File: src/rtl/tdc_pkg.sv
// -----------------------------------------------------------------------------
// tdc_pkg
//   Shared definitions for the TDC measurement path and its UART reporter:
//   default frame header byte, frame length, the UART serializer state type,
//   and a helper that picks one byte of a report frame.
//   The same package is used by tdc and by the host-side decoder.
// -----------------------------------------------------------------------------
package tdc_pkg;

  // Header byte that opens every report frame.
  localparam logic [7:0] SYNC_BYTE_DEFAULT = 8'hA5;

  // One header byte followed by the four measurement bytes.
  localparam int FRAME_BYTES = 5;

  // Serializer bit-phase states.
  typedef enum logic [1:0] {
    IDLE  = 2'd0,
    START = 2'd1,
    DATA  = 2'd2,
    STOP  = 2'd3
  } tx_state_t;

  // Byte idx of a frame: 0 is the header, 1..4 are the measurement MSB first.
  function automatic logic [7:0] frame_byte(input logic [7:0]  sync,
                                            input logic [31:0] meas,
                                            input logic [2:0]  idx);
    logic [7:0] b;
    case (idx)
      3'd0:    b = sync;
      3'd1:    b = meas[31:24];
      3'd2:    b = meas[23:16];
      3'd3:    b = meas[15:8];
      3'd4:    b = meas[7:0];
      default: b = sync;
    endcase
    return b;
  endfunction

endpackage

File: src/rtl/tdc_uart_reporter_uart_tx_byte.sv
// -----------------------------------------------------------------------------
// uart_tx_byte
//   8N1 byte serializer with a valid/ready input. A byte accepted on a clock
//   edge drives its start bit from that same edge, so the line goes low in the
//   cycle right after the handshake. ready is also high during the final cycle
//   of the stop bit, which lets the next byte follow with no idle gap.
//
// Ports
//   clk    in   1  system clock, posedge
//   reset  in   1  asynchronous active-high reset; line returns high at once
//   valid  in   1  data holds a byte to send
//   data   in   8  byte to send, sampled when valid && ready
//   ready  out  1  serializer can accept a byte on this edge
//   done   out  1  final cycle of a stop bit
//   tx     out  1  registered serial line, idles high
// -----------------------------------------------------------------------------
module uart_tx_byte
  import tdc_pkg::*;
#(
  parameter int CLKS_PER_BIT = 868
) (
  input  logic       clk,
  input  logic       reset,
  input  logic       valid,
  input  logic [7:0] data,
  output logic       ready,
  output logic       done,
  output logic       tx
);

  localparam int            TW     = (CLKS_PER_BIT > 1) ? $clog2(CLKS_PER_BIT) : 1;
  localparam logic [TW-1:0] T_LAST = TW'(CLKS_PER_BIT - 1);

  tx_state_t     state_r, state_s;
  logic [TW-1:0] timer_r, timer_s;
  logic [2:0]    bit_idx_r, bit_idx_s;
  logic [7:0]    shreg_r, shreg_s;
  logic          tx_r, tx_s;
  logic          bit_end_s;

  assign bit_end_s = (timer_r == T_LAST);
  assign done      = (state_r == STOP) && bit_end_s;
  assign ready     = (state_r == IDLE) || done;
  assign tx        = tx_r;

  // Next-state logic: handshake first, otherwise advance the current bit.
  always_comb begin
    state_s   = state_r;
    timer_s   = timer_r;
    bit_idx_s = bit_idx_r;
    shreg_s   = shreg_r;
    tx_s      = tx_r;
    if (valid && ready) begin
      state_s   = START;
      timer_s   = '0;
      bit_idx_s = 3'd0;
      shreg_s   = data;
      tx_s      = 1'b0;
    end else begin
      case (state_r)
        IDLE: begin
          timer_s = '0;
          tx_s    = 1'b1;
        end
        START: begin
          if (bit_end_s) begin
            state_s = DATA;
            timer_s = '0;
            tx_s    = shreg_r[0];
          end else begin
            timer_s = timer_r + TW'(1);
          end
        end
        DATA: begin
          if (bit_end_s) begin
            timer_s = '0;
            if (bit_idx_r == 3'd7) begin
              state_s = STOP;
              tx_s    = 1'b1;
            end else begin
              // shreg[0] is always the bit on the line; shift to expose the next.
              bit_idx_s = bit_idx_r + 3'd1;
              shreg_s   = {1'b0, shreg_r[7:1]};
              tx_s      = shreg_r[1];
            end
          end else begin
            timer_s = timer_r + TW'(1);
          end
        end
        STOP: begin
          if (bit_end_s) begin
            state_s = IDLE;
            timer_s = '0;
            tx_s    = 1'b1;
          end else begin
            timer_s = timer_r + TW'(1);
          end
        end
        default: begin
          state_s = IDLE;
          timer_s = '0;
          tx_s    = 1'b1;
        end
      endcase
    end
  end

  // Serializer state register.
  always_ff @(posedge clk or posedge reset) begin
    if (reset) begin
      state_r   <= IDLE;
      timer_r   <= '0;
      bit_idx_r <= 3'd0;
      shreg_r   <= 8'h00;
      tx_r      <= 1'b1;
    end else begin
      state_r   <= state_s;
      timer_r   <= timer_s;
      bit_idx_r <= bit_idx_s;
      shreg_r   <= shreg_s;
      tx_r      <= tx_s;
    end
  end

endmodule

File: src/rtl/tdc_uart_reporter.sv
// -----------------------------------------------------------------------------
// tdc_uart_reporter
//   Watches the 32-bit TDC measurement and, whenever it changes, sends a
//   5-byte report over UART: header byte, then the measurement MSB first.
//   A change that arrives while a frame is on the line is parked in a single
//   pending register; a second parked change replaces the first and raises
//   a one-cycle overrun pulse. The pending value goes out straight after the
//   current frame.
//
// Ports
//   clk      in   1   system clock, posedge
//   reset    in   1   asynchronous active-high reset, aborts any frame
//   t_in     in   32  measurement from tdc, stable between updates
//   tx       out  1   UART serial out, idles high
//   busy     out  1   high while a frame is being shifted out
//   overrun  out  1   one-cycle pulse when a pending value is overwritten
// -----------------------------------------------------------------------------
module tdc_uart_reporter
  import tdc_pkg::*;
#(
  parameter int         CLKS_PER_BIT = 868,
  parameter logic [7:0] SYNC_BYTE    = SYNC_BYTE_DEFAULT
) (
  input  logic        clk,
  input  logic        reset,
  input  logic [31:0] t_in,
  output logic        tx,
  output logic        busy,
  output logic        overrun
);

  localparam logic [2:0] LAST_IDX = 3'(FRAME_BYTES - 1);

  logic [31:0] t_prev_r, t_prev_s;
  logic [31:0] pending_r, pending_s;
  logic        pending_valid_r, pending_valid_s;
  logic [31:0] meas_r, meas_s;
  logic [2:0]  byte_idx_r, byte_idx_s;
  logic        busy_r, busy_s;
  logic        overrun_r, overrun_s;

  logic        change_s;
  logic        ser_valid_s;
  logic [7:0]  ser_data_s;
  logic        ser_ready_s;
  logic        ser_done_s;
  logic        byte_end_s;

  assign change_s   = (t_in != t_prev_r);
  assign byte_end_s = busy_r && ser_done_s;

  assign busy    = busy_r;
  assign overrun = overrun_r;

  // Byte serializer; tx comes straight from its output register.
  uart_tx_byte #(
    .CLKS_PER_BIT (CLKS_PER_BIT)
  ) u_tx (
    .clk   (clk),
    .reset (reset),
    .valid (ser_valid_s),
    .data  (ser_data_s),
    .ready (ser_ready_s),
    .done  (ser_done_s),
    .tx    (tx)
  );

  // Change detection, pending buffer and frame/byte sequencing.
  always_comb begin
    t_prev_s        = t_in;
    pending_s       = pending_r;
    pending_valid_s = pending_valid_r;
    meas_s          = meas_r;
    byte_idx_s      = byte_idx_r;
    busy_s          = busy_r;
    overrun_s       = 1'b0;
    ser_valid_s     = 1'b0;
    ser_data_s      = SYNC_BYTE;

    if (!busy_r) begin
      if (change_s && ser_ready_s) begin
        ser_valid_s = 1'b1;
        ser_data_s  = SYNC_BYTE;
        meas_s      = t_in;
        byte_idx_s  = 3'd0;
        busy_s      = 1'b1;
      end else begin
        busy_s = 1'b0;
      end
    end else if (byte_end_s && (byte_idx_r == LAST_IDX)) begin
      // Last stop bit ends here. A change on this very edge counts as
      // arriving while busy, so the parked value (if any) goes first and
      // the new one is parked behind it; otherwise the new one goes now.
      if (pending_valid_r) begin
        ser_valid_s = 1'b1;
        ser_data_s  = SYNC_BYTE;
        meas_s      = pending_r;
        byte_idx_s  = 3'd0;
        if (change_s) begin
          pending_s       = t_in;
          pending_valid_s = 1'b1;
        end else begin
          pending_valid_s = 1'b0;
        end
      end else if (change_s) begin
        ser_valid_s = 1'b1;
        ser_data_s  = SYNC_BYTE;
        meas_s      = t_in;
        byte_idx_s  = 3'd0;
      end else begin
        byte_idx_s = 3'd0;
        busy_s     = 1'b0;
      end
    end else begin
      if (byte_end_s) begin
        ser_valid_s = 1'b1;
        ser_data_s  = frame_byte(SYNC_BYTE, meas_r, byte_idx_r + 3'd1);
        byte_idx_s  = byte_idx_r + 3'd1;
      end else begin
        byte_idx_s = byte_idx_r;
      end
      if (change_s) begin
        pending_s       = t_in;
        pending_valid_s = 1'b1;
        overrun_s       = pending_valid_r;
      end else begin
        pending_valid_s = pending_valid_r;
      end
    end
  end

  // Sequencer state register.
  always_ff @(posedge clk or posedge reset) begin
    if (reset) begin
      t_prev_r        <= 32'h0000_0000;
      pending_r       <= 32'h0000_0000;
      pending_valid_r <= 1'b0;
      meas_r          <= 32'h0000_0000;
      byte_idx_r      <= 3'd0;
      busy_r          <= 1'b0;
      overrun_r       <= 1'b0;
    end else begin
      t_prev_r        <= t_prev_s;
      pending_r       <= pending_s;
      pending_valid_r <= pending_valid_s;
      meas_r          <= meas_s;
      byte_idx_r      <= byte_idx_s;
      busy_r          <= busy_s;
      overrun_r       <= overrun_s;
    end
  end

endmodule

File: config.mk
export PLATFORM = sky130hd
export DESIGN_NAME = tdc_uart_reporter
export DESIGN_NICKNAME = d
export VERILOG_FILES = /design/src/rtl/tdc_pkg.sv /design/src/rtl/tdc_uart_reporter_uart_tx_byte.sv /design/src/rtl/tdc_uart_reporter.sv
export SDC_FILE = /design/constraint.sdc
export NUM_CORES = 1
export LEC_CHECK = 0
export ABC_CLOCK_PERIOD_IN_PS = 12400
export CORE_ASPECT_RATIO = 0.8
export CORE_UTILIZATION = 64
export CTS_CLUSTER_DIAMETER = 60
export DETAILED_ROUTE_END_ITERATION = 6
export PLACE_DENSITY = 0.82
export SYNTH_ARGS = -nofsm -noshare
export SYNTH_HDL_FRONTEND = slang
export SYNTH_SLANG_ARGS = --single-unit
File: constraint.sdc
create_clock -name clk -period 12.4 [get_ports clk]
set_clock_uncertainty 0.2 [all_clocks]
set_input_delay 2.48 -clock clk [delete_from_list [all_inputs] [get_ports clk]]
set_output_delay 2.48 -clock clk [all_outputs]
set_load 0.02 [all_outputs]
# [Word level (Yosys, flattened, before mapping)]
# Index checks and enable logic that the tools add are counted.
[word_totals] out_inout_bits=3 wordCells=108 input_bits=34 register_bits=126
[classes] n_reduce_logical=20 mux=53 n_eq_ne=20 addsub=3
[ops] cell="two-way mux 32 bit" n=8
[ops] cell="two-way mux 8 bit" n=7
[ops] cell="inequality test 32 bit" n=1
[ops] cell="case mux 8 bit (4 select lines)" n=1
[ops] cell="two-way mux 3 bit" n=8
[ops] cell="two-way mux 10 bit" n=2
[ops] cell="case mux 10 bit (2 select lines)" n=1
[ops] cell="two-way mux 1 bit" n=19
[ops] cell="inequality test 3 x 1 -> 1 bit (second input constant)" n=4
[ops] cell="adder 10 x 1 -> 10 bit (second input constant)" n=1
[ops] cell="== test 10 bit (second input constant)" n=1
[ops] cell="two-way mux 2 bit" n=5
[ops] cell="== test 3 bit (second input constant)" n=3
[ops] cell="AND reduction 3 bit" n=3
[ops] cell="nonzero test 2 bit" n=4
[ops] cell="adder 3 x 1 -> 3 bit (second input constant)" n=2
[ops] cell="== test 3 x 2 -> 1 bit (second input constant)" n=2
[ops] cell="inequality test 3 x 2 -> 1 bit (second input constant)" n=2
[ops] cell="case mux 2 bit (3 select lines)" n=1
[ops] cell="AND reduction 2 bit" n=3
[ops] cell="logical AND 1 bit" n=5
[ops] cell="AND reduction 5 bit" n=1
[ops] cell="== test 2 bit (second input constant)" n=2
[ops] cell="inequality test 2 x 1 -> 1 bit (second input constant)" n=2
[ops] cell="8 further kinds" n=8

# [Logic depth before layout (Yosys ltp)]
[depth] depth_word=9 mapped_depth=9 mapped_depth_nobuf=7

# [Cells and area by module]
# Synthesis repeated with hierarchy kept, for this count alone.
[unflattened] cells_unflattened=461 area_unflattened_um2=6088.3
[modules_own_cells] mod="tdc_uart_reporter" area_per_inst_um2=4717.0 seq_area_each_um2=2552.4 cells_per_inst=324 n_inst=1
[modules_own_cells] mod="uart_tx_byte" area_per_inst_um2=1371.3 seq_area_each_um2=601.8 cells_per_inst=137 n_inst=1

# [Least setup slack after synthesis]
# OpenSTA, ideal clock, no wires.
[synth_path] kind="in2reg" startpoint="input t_in[21]" endpoint="register meas_r[0]" n_path_buf=2 arrival_ns=4.108 cell_stages=8 slack_ns=7.967 required_ns=12.075 setup_ns=0.125 path_cell_list="xor2_1 > nor4_1 > nand4_1 > o2bb2ai_2 > nand2b_1 > buf_2 > buf_6 > mux2_4"
[synth_via] elab_chain_len=4 elab_cells_between_ends=5 cone_classes="eq/ne: 2; reduce/logical: 3"
[synth_rtl] element="start, declared" line_no="tdc_uart_reporter.sv:26" source="input logic [31:0] t_in,"
[synth_rtl] element="inequality test 32 bit (*)" line_no="tdc_uart_reporter.sv:49" source="assign change_s = (t_in != t_prev_r);"
[synth_rtl] element="logical AND 1 bit" line_no="tdc_uart_reporter.sv:81" source="if (change_s && ser_ready_s) begin"
[synth_rtl] element="nonzero test 2 bit (no source line)"
[synth_rtl] element="AND reduction 3 bit (no source line) (*)"
[synth_rtl] element="end signal, assigned" line_no="tdc_uart_reporter.sv:146" source="meas_r <= meas_s;"
[synth_rtl] element="end, declared" line_no="tdc_uart_reporter.sv:37" source="logic [31:0] meas_r, meas_s;"
# Mark *: on every way between the ends. The rest lies on a longest branch, timed or not.
# A chain may end at the register's enable or synchronous reset.

# [Worst setup path after layout]
[layout_path] startpoint="input t_in[13]" endpoint="register meas_r[22]"
# Same word-level chain as after synthesis.

==> results_dict.tcl <==
set metrics [dict create \
    outcome "finished, violations left" \
    violations "DRC" \
    endpoint "meas_r[22]" \
    ctsRootBufferMaster "clkbuf_16" \
    yosys.area.top_type_share_pct 51.5 \
    multi_input_area_um2 2780 \
    vias_per_cell 6.01 \
    reg2reg_to "meas_r[22]" \
    fin_cells 620 \
    synthToLayoutAreaGrowth_pct 16.9 \
    vias 3725 \
    async_flop_share_pct 100 \
    overflow 0 \
    yosysWarnings 0 \
    antenna_left 0 \
    maxSlewViolCount 0 \
    criticalPathCategory "in2reg" \
    clock_power_share_pct 51.8 \
    pin_count 37 \
    avgSynthCellArea_um2 13.4 \
    finalCritPeriodShare_pct 46.5 \
    wire_per_inst_um 20.0 \
    drc 4 \
    synth.distinct_cells 47 \
    hpwl_um 8130 \
    critPathArrivalTime_ns 5.85 \
    regArea_um2 3150 \
    synthTopCellsByArea "dfrtp_1 51%, mux2_4 15%, mux2_2 6.7%, xor2_1 5.6%, ha_1 2.9%" \
    ctsHoldBuffers 0 \
    gp_congestion 0.824 \
    fin_nets 540 \
    n_antenna_cell 0 \
    cts_buffers 17 \
    layout-drive-gt1-share_pct 27.7 \
    final_area_um2 7110 \
    grt_pass1_vias 3832 \
    clk-insertion-delay-late_ns 0.41 \
    leakage_nw 3.37 \
    grt_pass1_wl_um 19900 \
    synth_cells 452 \
    port_buffers 36 \
    die_w_um 111 \
    totalWireLength_um 12400 \
    r2r_setup_slack_ns 8.89 \
    die-area_um2 9890 \
    clk_path_buf_depth 2 \
    dr.pass1.iters 6 \
    final.setup.tns_ns 0 \
    r2r_start "t_prev_r[13]" \
    ff2ff_path_depth 7 \
    intPower_uw 771 \
    syn-num-nets 500 \
    synth-seq-cells 126 \
    cp-start-kind "input port" \
    power.share.sequential_pct 44.1 \
    required_ns 12.49 \
    first_iter_violations 273 \
    post_cts_buffers 0 \
    startpoint "t_in[13]" \
    synthFlopType "dfrtp_1" \
    track_usage_pct 27.2 \
    antenna_found_initial 0 \
    htreeDepth 4 \
    max_freq_ghz 0.174 \
    ir_drop_mv 0.110 \
    crit_fanout 21 \
    fillers 542 \
    hold_violations 0 \
    dp.cells 588 \
    rsz0062_at_grt "no" \
    yosysSeqAreaShare_pct 51.9 \
    ctsResizeCount 0 \
    row_count 31 \
    slew_headroom_pct 39.4 \
    switching_share_pct 20.5 \
    syn_area_um2 6080 \
    p_sw_uw 199 \
    synth_edf_count 0 \
    setup_viol 0 \
    tightest_slew_ns 0.907 \
    grt_max_degree 65 \
    placed_area_um2 6500 \
    combPwrFrac_pct 4.1 \
    maxCapViolations 0 \
    hp-class "reg2reg" \
    period_minus_slack_ns 5.76 \
    cts_tree "done" \
    pwr_density_cell_nw_per_um2 137 \
    crit_path_end_kind "flip-flop" \
    synth_top_area_cell "dfrtp_1" \
    clk_pin_slew_ns 0.05 \
    cts_sinks 126 \
    die_h_um 89.2 \
    core_um2 9150 \
    initial_core_util_pct 66.4 \
]
==> metrics by stage <==
step / hold WS [ns] / setup slack [ns] / total power, mW / util [%]
floorplan: 0.247 / 6.37 / 0.451 / -
global placement: 0.266 / 6.31 / 0.472 / 71.0
detailed placement: 0.285 / 6.31 / 0.474 / 71.0
CTS: 0.292 / 6.68 / 0.976 / 77.6
global route: 0.324 / 6.52 / 0.999 / 77.6
finish: 0.289 / 6.64 / 0.970 / 77.6
==> placed cells by master, fill, tap and decap left out, types with 8 or more instances in the layout <==
cell type	instances
dfrtp_1	125
mux2_4	60
xor2_1	39
mux2_2	36
clkdlybuf4s50_1	36
nor2_1	25
a22oi_1	20
clkbuf_16	17
ha_1	14
nand2_1	13
a21oi_1	10
inv_1	8
nor4_1	8
o21ai_0	8
==> state kept, by name, summed over array words and instances (netlist names) <==
| signal | cells |
|---|---|
| u_tx.timer_r | 10 |
| overrun | 1 |
| byte_idx_r | 3 |
| pending_valid_r | 1 |
| u_tx.bit_idx_r | 3 |
| meas_r | 32 |
| pending_r | 32 |
| t_prev_r | 32 |
| u_tx.tx | 1 |
| u_tx.state_r | 2 |
| u_tx.shreg_r | 8 |
| busy | 1 |
==> power by group through the flow <==
stage	Combinational (mW)	Sequential, mW	Clock, mW
floorplan	0.0182	0.433	0
finish	0.0396	0.428	0.503
global placement	0.0382	0.434	0
CTS	0.0404	0.428	0.508
global route	0.0442	0.428	0.526
detailed placement	0.0399	0.435	0
==> Yosys cell counts (all sizes together) (2+ instances only) <==
library cell / instances
and2: 6
buf: 11
mux2: 96
mux2i: 5
nand2: 13
clkbuf: 7
xor2: 39
nor3: 3
a21oi: 10
ha: 14
xnor2: 3
a22oi: 20
inv: 9
and3: 3
nand3: 6
o211ai: 5
nor4: 9
o21ai: 8
nand4: 6
nor2b: 6
dfrtp: 125
nor2: 25
a31oi: 2
a21o: 4
==> worst min-delay path by stage <==
stage / startpoint / endpoint / slack, ns / cells past startpoint
after CTS: u_tx.timer_r[0] / u_tx.timer_r[0] / 0.29 / 1
after global routing: pending_r[17] / pending_r[17] / 0.32 / 1
after floorplan: u_tx.timer_r[0] / u_tx.timer_r[0] / 0.25 / 1
after detailed placement: u_tx.timer_r[0] / u_tx.timer_r[0] / 0.29 / 1
after global placement: u_tx.timer_r[0] / u_tx.timer_r[0] / 0.27 / 1
final: u_tx.timer_r[0] / u_tx.timer_r[0] / 0.29 / 1
==> routing by layer <==
layer  global-route usage (%)  vias to the layer above  share of wire (%)
met4                     9.71                        0                1.7
met2                     43.9                       97                 47
met5                        0                        -                  0
li1                         -                     1689                  -
met3                     7.73                       19                5.3
met1                     36.0                     1920                 46
==> critical path: stages <==
cell and delay (ns):
clkdlybuf4s50_1 0.49, xor2_1 0.21, nor4_1 0.63, nand4_1 0.36, o2bb2ai_2 0.38, nand2b_2 0.47
buf_4 0.46, mux2_4 0.35
==> logic make-up after synthesis <==
group	Yosys count	share of synthesized area [%]
compound gates	57	6.53
xor+xnor	42	6.05
fa+ha+maj	14	2.88
buf+inv	27	2.49
flops	126	51.9
mux	101	22.3
simple gates	85	7.82
==> cell type report <==
type / count / share of cell area (%)
sequential: 126 / 44.4
multi-input combinational: 299 / 39.1
clock buffer: 21 / 6.62
timing repair buffer: 39 / 5.39
tap: 115 / 2.03
clock inverter: 11 / 1.95
inverter: 9 / 0.511
(Power assumes the default switching activity.)
